### src/rtl/pio_pkg.sv
// Shared definitions for the PIO interrupt controller: register indices,
// pending-source bit positions, debounce counter width and the write-capture record.
`timescale 1ns/1ps
package pio_pkg;

   localparam logic REG_PEND = 1'b0;
   localparam logic REG_MASK = 1'b1;

   localparam int BIT_CH   = 0;
   localparam int BIT_SOFT = 1;
   localparam int BIT_CONN = 2;
   localparam int BIT_DISC = 3;

   localparam int DB_W = 16;

   // Snapshot of the bus taken while the synchronised write strobe is low
   typedef struct packed {
      logic       sel;
      logic       a0;
      logic [3:0] data;
   } wr_cap_t;

endpackage

### src/rtl/pio_sync_edge.sv
// 2-flop synchroniser plus one history flop for edge pulses. Every flop
// presets to RST_LVL so a line idling at its reset level produces no edge.
`timescale 1ns/1ps
module pio_sync_edge #(
   parameter logic RST_LVL = 1'b1
) (
   input  logic clk,
   input  logic rst,
   input  logic din,
   output logic sync,
   output logic rise,
   output logic fall
);

   logic s1, s2, s3;

   // Metastability chain followed by the previous-value flop for edge detection
   always_ff @(posedge clk or posedge rst) begin
      if (rst) begin
         s1 <= RST_LVL;
         s2 <= RST_LVL;
         s3 <= RST_LVL;
      end else begin
         s1 <= din;
         s2 <= s1;
         s3 <= s2;
      end
   end

   assign sync = s2;
   assign rise = s2 & ~s3;
   assign fall = ~s2 & s3;

endmodule

### src/rtl/pio_irq_ctrl.sv
// PIO interrupt controller: latches CH375 / soft-button / cable events into
// PEND, masks them with MASK and drives the active-low nIN10 line.
// Optional build macro PIO_IRQ_DEBOUNCE_EN adds a 16-bit stability filter on SOFT.
`timescale 1ns/1ps
module pio_irq_ctrl
   import pio_pkg::*;
(
   input  logic       CLK,
   input  logic       nRESET,
   input  logic       SEL,
   input  logic       A0,
   input  logic       nWR,
   input  logic       nRD,
   input  logic [7:0] PD_IN,
   output logic [7:0] RD_DATA,
   output logic       RD_OE,
   input  logic       nIN_CH,
   input  logic       SOFT,
   input  logic       FT_RST,
   output logic       nIN10
);

   logic ch_fall, ch_sync_unused, ch_rise_unused;
   logic soft_sync, soft_fall, soft_rise_unused;
   logic ft_rise, ft_fall, ft_sync_unused;
   logic wr_sync, wr_rise, wr_fall_unused;
   logic rd_sync_unused, rd_rise_unused, rd_fall_unused;
   logic [3:0] pd_hi_unused;

   pio_sync_edge #(.RST_LVL(1'b1)) u_ch (
      .clk(CLK), .rst(nRESET), .din(nIN_CH),
      .sync(ch_sync_unused), .rise(ch_rise_unused), .fall(ch_fall));

   pio_sync_edge #(.RST_LVL(1'b1)) u_soft (
      .clk(CLK), .rst(nRESET), .din(SOFT),
      .sync(soft_sync), .rise(soft_rise_unused), .fall(soft_fall));

   pio_sync_edge #(.RST_LVL(1'b0)) u_ft (
      .clk(CLK), .rst(nRESET), .din(FT_RST),
      .sync(ft_sync_unused), .rise(ft_rise), .fall(ft_fall));

   pio_sync_edge #(.RST_LVL(1'b1)) u_wr (
      .clk(CLK), .rst(nRESET), .din(nWR),
      .sync(wr_sync), .rise(wr_rise), .fall(wr_fall_unused));

   // The read strobe is synchronised for completeness; RD_OE uses the raw strobe
   pio_sync_edge #(.RST_LVL(1'b1)) u_rd (
      .clk(CLK), .rst(nRESET), .din(nRD),
      .sync(rd_sync_unused), .rise(rd_rise_unused), .fall(rd_fall_unused));

   assign pd_hi_unused = PD_IN[7:4];

   logic soft_evt;

`ifdef PIO_IRQ_DEBOUNCE_EN
   logic            soft_fall_unused;
   logic [DB_W-1:0] db_cnt;
   logic            db_lvl, db_prev;

   assign soft_fall_unused = soft_fall;

   // Debounced level flips only after 2^DB_W consecutive samples differing from it
   always_ff @(posedge CLK or posedge nRESET) begin
      if (nRESET) begin
         db_cnt  <= '0;
         db_lvl  <= 1'b1;
         db_prev <= 1'b1;
      end else begin
         db_prev <= db_lvl;
         if (soft_sync == db_lvl) begin
            db_cnt <= '0;
         end else if (&db_cnt) begin
            db_lvl <= soft_sync;
            db_cnt <= '0;
         end else begin
            db_cnt <= db_cnt + 1'b1;
         end
      end
   end

   assign soft_evt = db_prev & ~db_lvl;
`else
   logic soft_sync_unused;
   assign soft_sync_unused = soft_sync;
   assign soft_evt = soft_fall;
`endif

   logic [1:0] live_pipe;
   logic       wr_arm;
   wr_cap_t    cap;
   logic [3:0] pend, mask, src_set, pend_clr;
   logic       commit;

   // Arm writes only after the synchronised strobe has shown a real idle-high
   // sample since reset, so a write straddling reset release never commits.
   always_ff @(posedge CLK or posedge nRESET) begin
      if (nRESET) begin
         live_pipe <= 2'b00;
         wr_arm    <= 1'b0;
      end else begin
         live_pipe <= {live_pipe[0], 1'b1};
         wr_arm    <= wr_arm | (live_pipe[1] & wr_sync);
      end
   end

   // Track the bus on every cycle the synchronised write strobe is low
   always_ff @(posedge CLK or posedge nRESET) begin
      if (nRESET) begin
         cap <= '0;
      end else if (!wr_sync) begin
         cap.sel  <= SEL;
         cap.a0   <= A0;
         cap.data <= PD_IN[3:0];
      end
   end

   assign commit = wr_rise & wr_arm & cap.sel;

   // Source events and write-1-to-clear decode
   always_comb begin
      src_set           = '0;
      src_set[BIT_CH]   = ch_fall;
      src_set[BIT_SOFT] = soft_evt;
      src_set[BIT_CONN] = ft_rise;
      src_set[BIT_DISC] = ft_fall;
      pend_clr          = (commit && cap.a0 == REG_PEND) ? cap.data : 4'h0;
   end

   // PEND / MASK registers; a same-cycle set beats the clear
   always_ff @(posedge CLK or posedge nRESET) begin
      if (nRESET) begin
         pend <= '0;
         mask <= '0;
      end else begin
         pend <= (pend & ~pend_clr) | src_set;
         if (commit && cap.a0 == REG_MASK) mask <= cap.data;
      end
   end

   // Registered interrupt line and read data
   always_ff @(posedge CLK or posedge nRESET) begin
      if (nRESET) begin
         nIN10   <= 1'b1;
         RD_DATA <= '0;
      end else begin
         nIN10   <= ~|(pend & mask);
         RD_DATA <= (A0 == REG_MASK) ? {4'h0, mask} : {4'h0, pend};
      end
   end

   assign RD_OE = SEL & ~nRD;

endmodule

### config.mk
export PLATFORM = sky130hd
export DESIGN_NAME = pio_irq_ctrl
export DESIGN_NICKNAME = d
export VERILOG_FILES = /design/src/rtl/pio_pkg.sv /design/src/rtl/pio_sync_edge.sv /design/src/rtl/pio_irq_ctrl.sv
export SDC_FILE = /design/constraint.sdc
export NUM_CORES = 1
export LEC_CHECK = 0
export CAP_MARGIN = 20
export CELL_PAD_IN_SITES_DETAIL_PLACEMENT = 0
export CELL_PAD_IN_SITES_GLOBAL_PLACEMENT = 1
export CORE_ASPECT_RATIO = 1.1
export CORE_UTILIZATION = 39
export CTS_CLUSTER_DIAMETER = 50
export DETAILED_ROUTE_END_ITERATION = 6
export PLACE_DENSITY = 0.77
export SYNTH_ARGS = -nofsm -noshare
export SYNTH_HDL_FRONTEND = slang
export SYNTH_HIERARCHICAL = 1
export SYNTH_SLANG_ARGS = --single-unit
### constraint.sdc
create_clock -name CLK -period 1.55 [get_ports CLK]
set_input_delay 0.31 -clock CLK [delete_from_list [all_inputs] [get_ports CLK]]
set_output_delay 0.31 -clock CLK [all_outputs]
set_load 0.01 [all_outputs]
* After elaboration in Yosys (flattened, before gate mapping)
Cells that the tools add are included.
** Operators by class
- Mux-type cells :: 2
- Bitwise operators :: 21
- Reductions and logical operators :: 4
** Operators with widths (count)
- 1-bit bitwise AND :: 9
- 4-bit bitwise AND :: 2
- 4-bit 2-to-1 mux :: 2
- 1-bit NOT :: 7
- 4-bit NOT :: 1
- 4-bit OR :: 1
- 4-bit OR reduction :: 1
- 1-bit logical AND :: 2
- 1-bit zero test :: 1
- 1-bit OR :: 1
** Storage, ports and cells
- Bits in registers :: 34
- Output and inout bits :: 10

* Longest topological paths before layout
- Depth in word-level cells :: 9
- Gate-level depth with buffers :: 3

* Cells and area by module
The synthesis kept the hierarchy.
** Modules (own cells, without submodules)
- pio_irq_ctrl :: instances 1, cells each 62, area each 865.8 um2
- pio_sync_edge (u_ch ...) :: instances 3, cells each 6, area each 97.6 um2
- pio_sync_edge (u_ft) :: instances 1, cells each 6, area each 93.8 um2

* Worst setup path after synthesis
No wires, ideal clock.
- Path kind :: register -> register
- Start point :: reg u_wr.s2 (netlist: u_wr/sync)
- End point :: reg mask[0]
- Library setup time :: 0.125 ns
- Arrival :: 1.100 ns
- Data required time :: 1.425 ns
- Setup slack :: 0.325 ns
- Cell stages (with the launch flop) :: 4
- Path buffers :: 0
- Period minus slack after synthesis :: 1.225 ns
- Cell sequence :: dfstp_2 nor2b_1 nand4_2 mux2_2
** Between the ends
- Longest elaborated chain between the ends :: 4
** RTL lines
- start: declaration :: line pio_sync_edge.sv:15 : logic s1, s2, s3;
- start signal: assignment :: line pio_sync_edge.sv:21 : s2 <= RST_LVL;
- start signal: assignment :: line pio_sync_edge.sv:25 : s2 <= s1;
- 1-bit bitwise AND :: line pio_sync_edge.sv:31 : assign rise = s2 & ~s3;
- named net wr_rise :: line pio_irq_ctrl.sv:26 : logic wr_sync, wr_rise, wr_fall_unused;
- 1-bit bitwise AND (2 in series) :: line pio_irq_ctrl.sv:117 : assign commit = wr_rise & wr_arm & cap.sel;
- 1-bit logical AND :: line pio_irq_ctrl.sv:136 : if (commit && cap.a0 == REG_MASK) mask <= cap.data;
- end signal: assignment :: line pio_irq_ctrl.sv:136
- end: declaration :: line pio_irq_ctrl.sv:91 : logic [3:0] pend, mask, src_set, pend_clr;
The timed path passes the listed nets, and every way through them passes these cells.
A chain may end at the register's enable or synchronous reset.

* Worst setup path after layout
- Start point :: reg RD_DATA[0]
- End point :: out RD_DATA[0]
** RTL lines
- start: declaration :: line pio_irq_ctrl.sv:15 : output logic [7:0] RD_DATA,
- start signal: assignment :: line pio_irq_ctrl.sv:147 : RD_DATA <= (A0 == REG_MASK) ? {4'h0, mask} : {4'h0, pend};
No word-level cell between the ends.

==> flow_summary.json <==
{
  "status": "finished, final reports clean",
  "drc": 0,
  "avgSynthCellArea_sq_um": 14.8,
  "postRouteAntennaNets": 0,
  "place.gp.congestion": 0.731,
  "finalWirelength_um": 1660,
  "leakage_uw": 0.000644,
  "path_buf_inv": 1,
  "hold_viol_final": 0,
  "clock_latency_ns": 0.32,
  "worst_clock_skew_ns": 0.00448,
  "start_kind": "flip-flop",
  "row_count": 21,
  "start_util": 0.407,
  "die_y_um": 60.9,
  "cts_buffers": 5,
  "dp_cells": 135,
  "crit_chain": "clkdlybuf4s50_1",
  "crit_type": "flip-flop to output port",
  "power.density_nw_per_um2": 1200,
  "cts_sinks": 34,
  "wl_per_cell_um": 11.6,
  "pin_count": 27,
  "irDropWorstVdd_v": 0.000694,
  "tns_ns": 0,
  "grt_first_pass_wirelength_um": 2820,
  "setup_viol": 0,
  "max_stage_delay_ns": 0.53,
  "cts_resized": 2,
  "slew_viol_final": 0,
  "grt_overflow": 0,
  "synthCells": 83,
  "cts-root-buf": "clkbuf_4",
  "cap_violations": 0,
  "rsz0062_at_grt": "no",
  "h-tree-depth": 2,
  "io_buffers": 18,
  "dp_hpwl_um": 1260,
  "fin_cells": 143,
  "whs_ns": 0.270,
  "drive_above_1_share": 0.330,
  "required_ns": 1.24,
  "yosysWarnings": 6,
  "dieArea_sq_um": 3390,
  "grt_pass1_vias": 644,
  "critPathMaxFanout": 1,
  "r2r_slack_ns": 0.26,
  "syn_to_final_growth_pct": 21.1,
  "diodes": 0,
  "die_w_um": 55.6,
  "antenna_found_initial": 0,
  "core_area_sq_um": 3020,
  "cp.arrival_ns": 1.18,
  "hp-class": "input port to async pin",
  "drt-vias-per-instance": 4.69,
  "cts.hold.buffers_added": 0,
  "period_share": 0.964,
  "max_freq_mhz": 670,
  "dr.pass1.iters": 4,
  "crit_family": "buffers and inverters",
  "drtIter0Drc": 2,
  "cts_buffer_depth": 2,
  "cp_slowest_cell": "clkdlybuf4s50_1",
  "clk_pin_slew_worst_paths_ns": 0.09,
  "cp-end-kind": "output port",
  "cts_setup_buffers": 0,
  "vias": 671,
  "cts_tree": "yes",
  "rr_worst_depth": 3,
  "layout.nets": 125,
  "track_usage": 0.119,
  "grt_max_degree": 23,
  "cp_num_cells": 1,
  "period_minus_slack_ns": 1.49,
  "mappedNetlistArea_sq_um": 1230
}
==> sequential cells by signal, indices dropped and copies added (netlist names), 2 cells and up <==
signal / count
mask: 4
cap: 6
pend: 4
live_pipe: 2
RD_DATA: 4
==> layer usage <==
metal / GRT usage / routed length (um) / share of wire
met2: 0.189 / 831 / 0.50
met5: 0 / 0 / 0
met4: 0.0857 / 43 / 0.026
met3: 0.0469 / 85 / 0.051
met1: 0.135 / 701 / 0.42
==> final timing paths <==
check                            from          to
setup reg to reg            u_wr/sync     mask[0]
setup / recovery           RD_DATA[0]  RD_DATA[0]
min in group CLK              u_ft/s1   u_ft/sync
hold reg to reg               u_ft/s1   u_ft/sync
hold / removal                 nRESET   u_ft/sync
max in group asynchronous      nRESET       nIN10
==> layout make-up <==
cell class | count | area [sq um]
inverters | 9 | 33.8
repair buffers | 20 | 193
well taps | 34 | 42.5
multi-input cells | 38 | 310
flip-flops and latches | 34 | 863
fillers | 271 | 1530
clock buffers | 8 | 48.8
==> power breakdown <==
group / internal, uW / total (uW) / switching [uW]
logic: 172 / 272 / 100
clock network: 181 / 437 / 256
registers: 1020 / 1080 / 61.3
total: 1370 / 1790 / 418
==> through the flow <==
step                      setup slack (ns)  power (uW)  utilization  instance area [sq um]
final                               0.0564        1790        0.494                   1490
after global routing               0.00776        1890        0.494                   1490
after CTS                           0.0283        1820        0.494                   1490
after detailed placement            -0.213        1380        0.478                   1450
after global placement              -0.192        1370        0.478                   1450
after floorplan                      0.334        1240            -                   1240
==> cells in the final DEF, fill, tap and decap left out <==
| cell | n |
|---|---|
| a21o_1 | 1 |
| clkbuf_1 | 3 |
| nor2_1 | 4 |
| a221oi_1 | 1 |
| buf_4 | 2 |
| conb_1 | 5 |
| dfrtp_1 | 24 |
| mux2_2 | 14 |
| a31oi_1 | 4 |
| clkdlybuf4s50_1 | 16 |
| and4b_2 | 1 |
| and2b_2 | 3 |
| dfstp_2 | 10 |
| a22o_1 | 1 |
| dlygate4sd2_1 | 2 |
| clkbuf_4 | 5 |
| nor2b_1 | 3 |
| nand4_2 | 1 |
| inv_1 | 9 |
(Power assumes the default switching activity.)
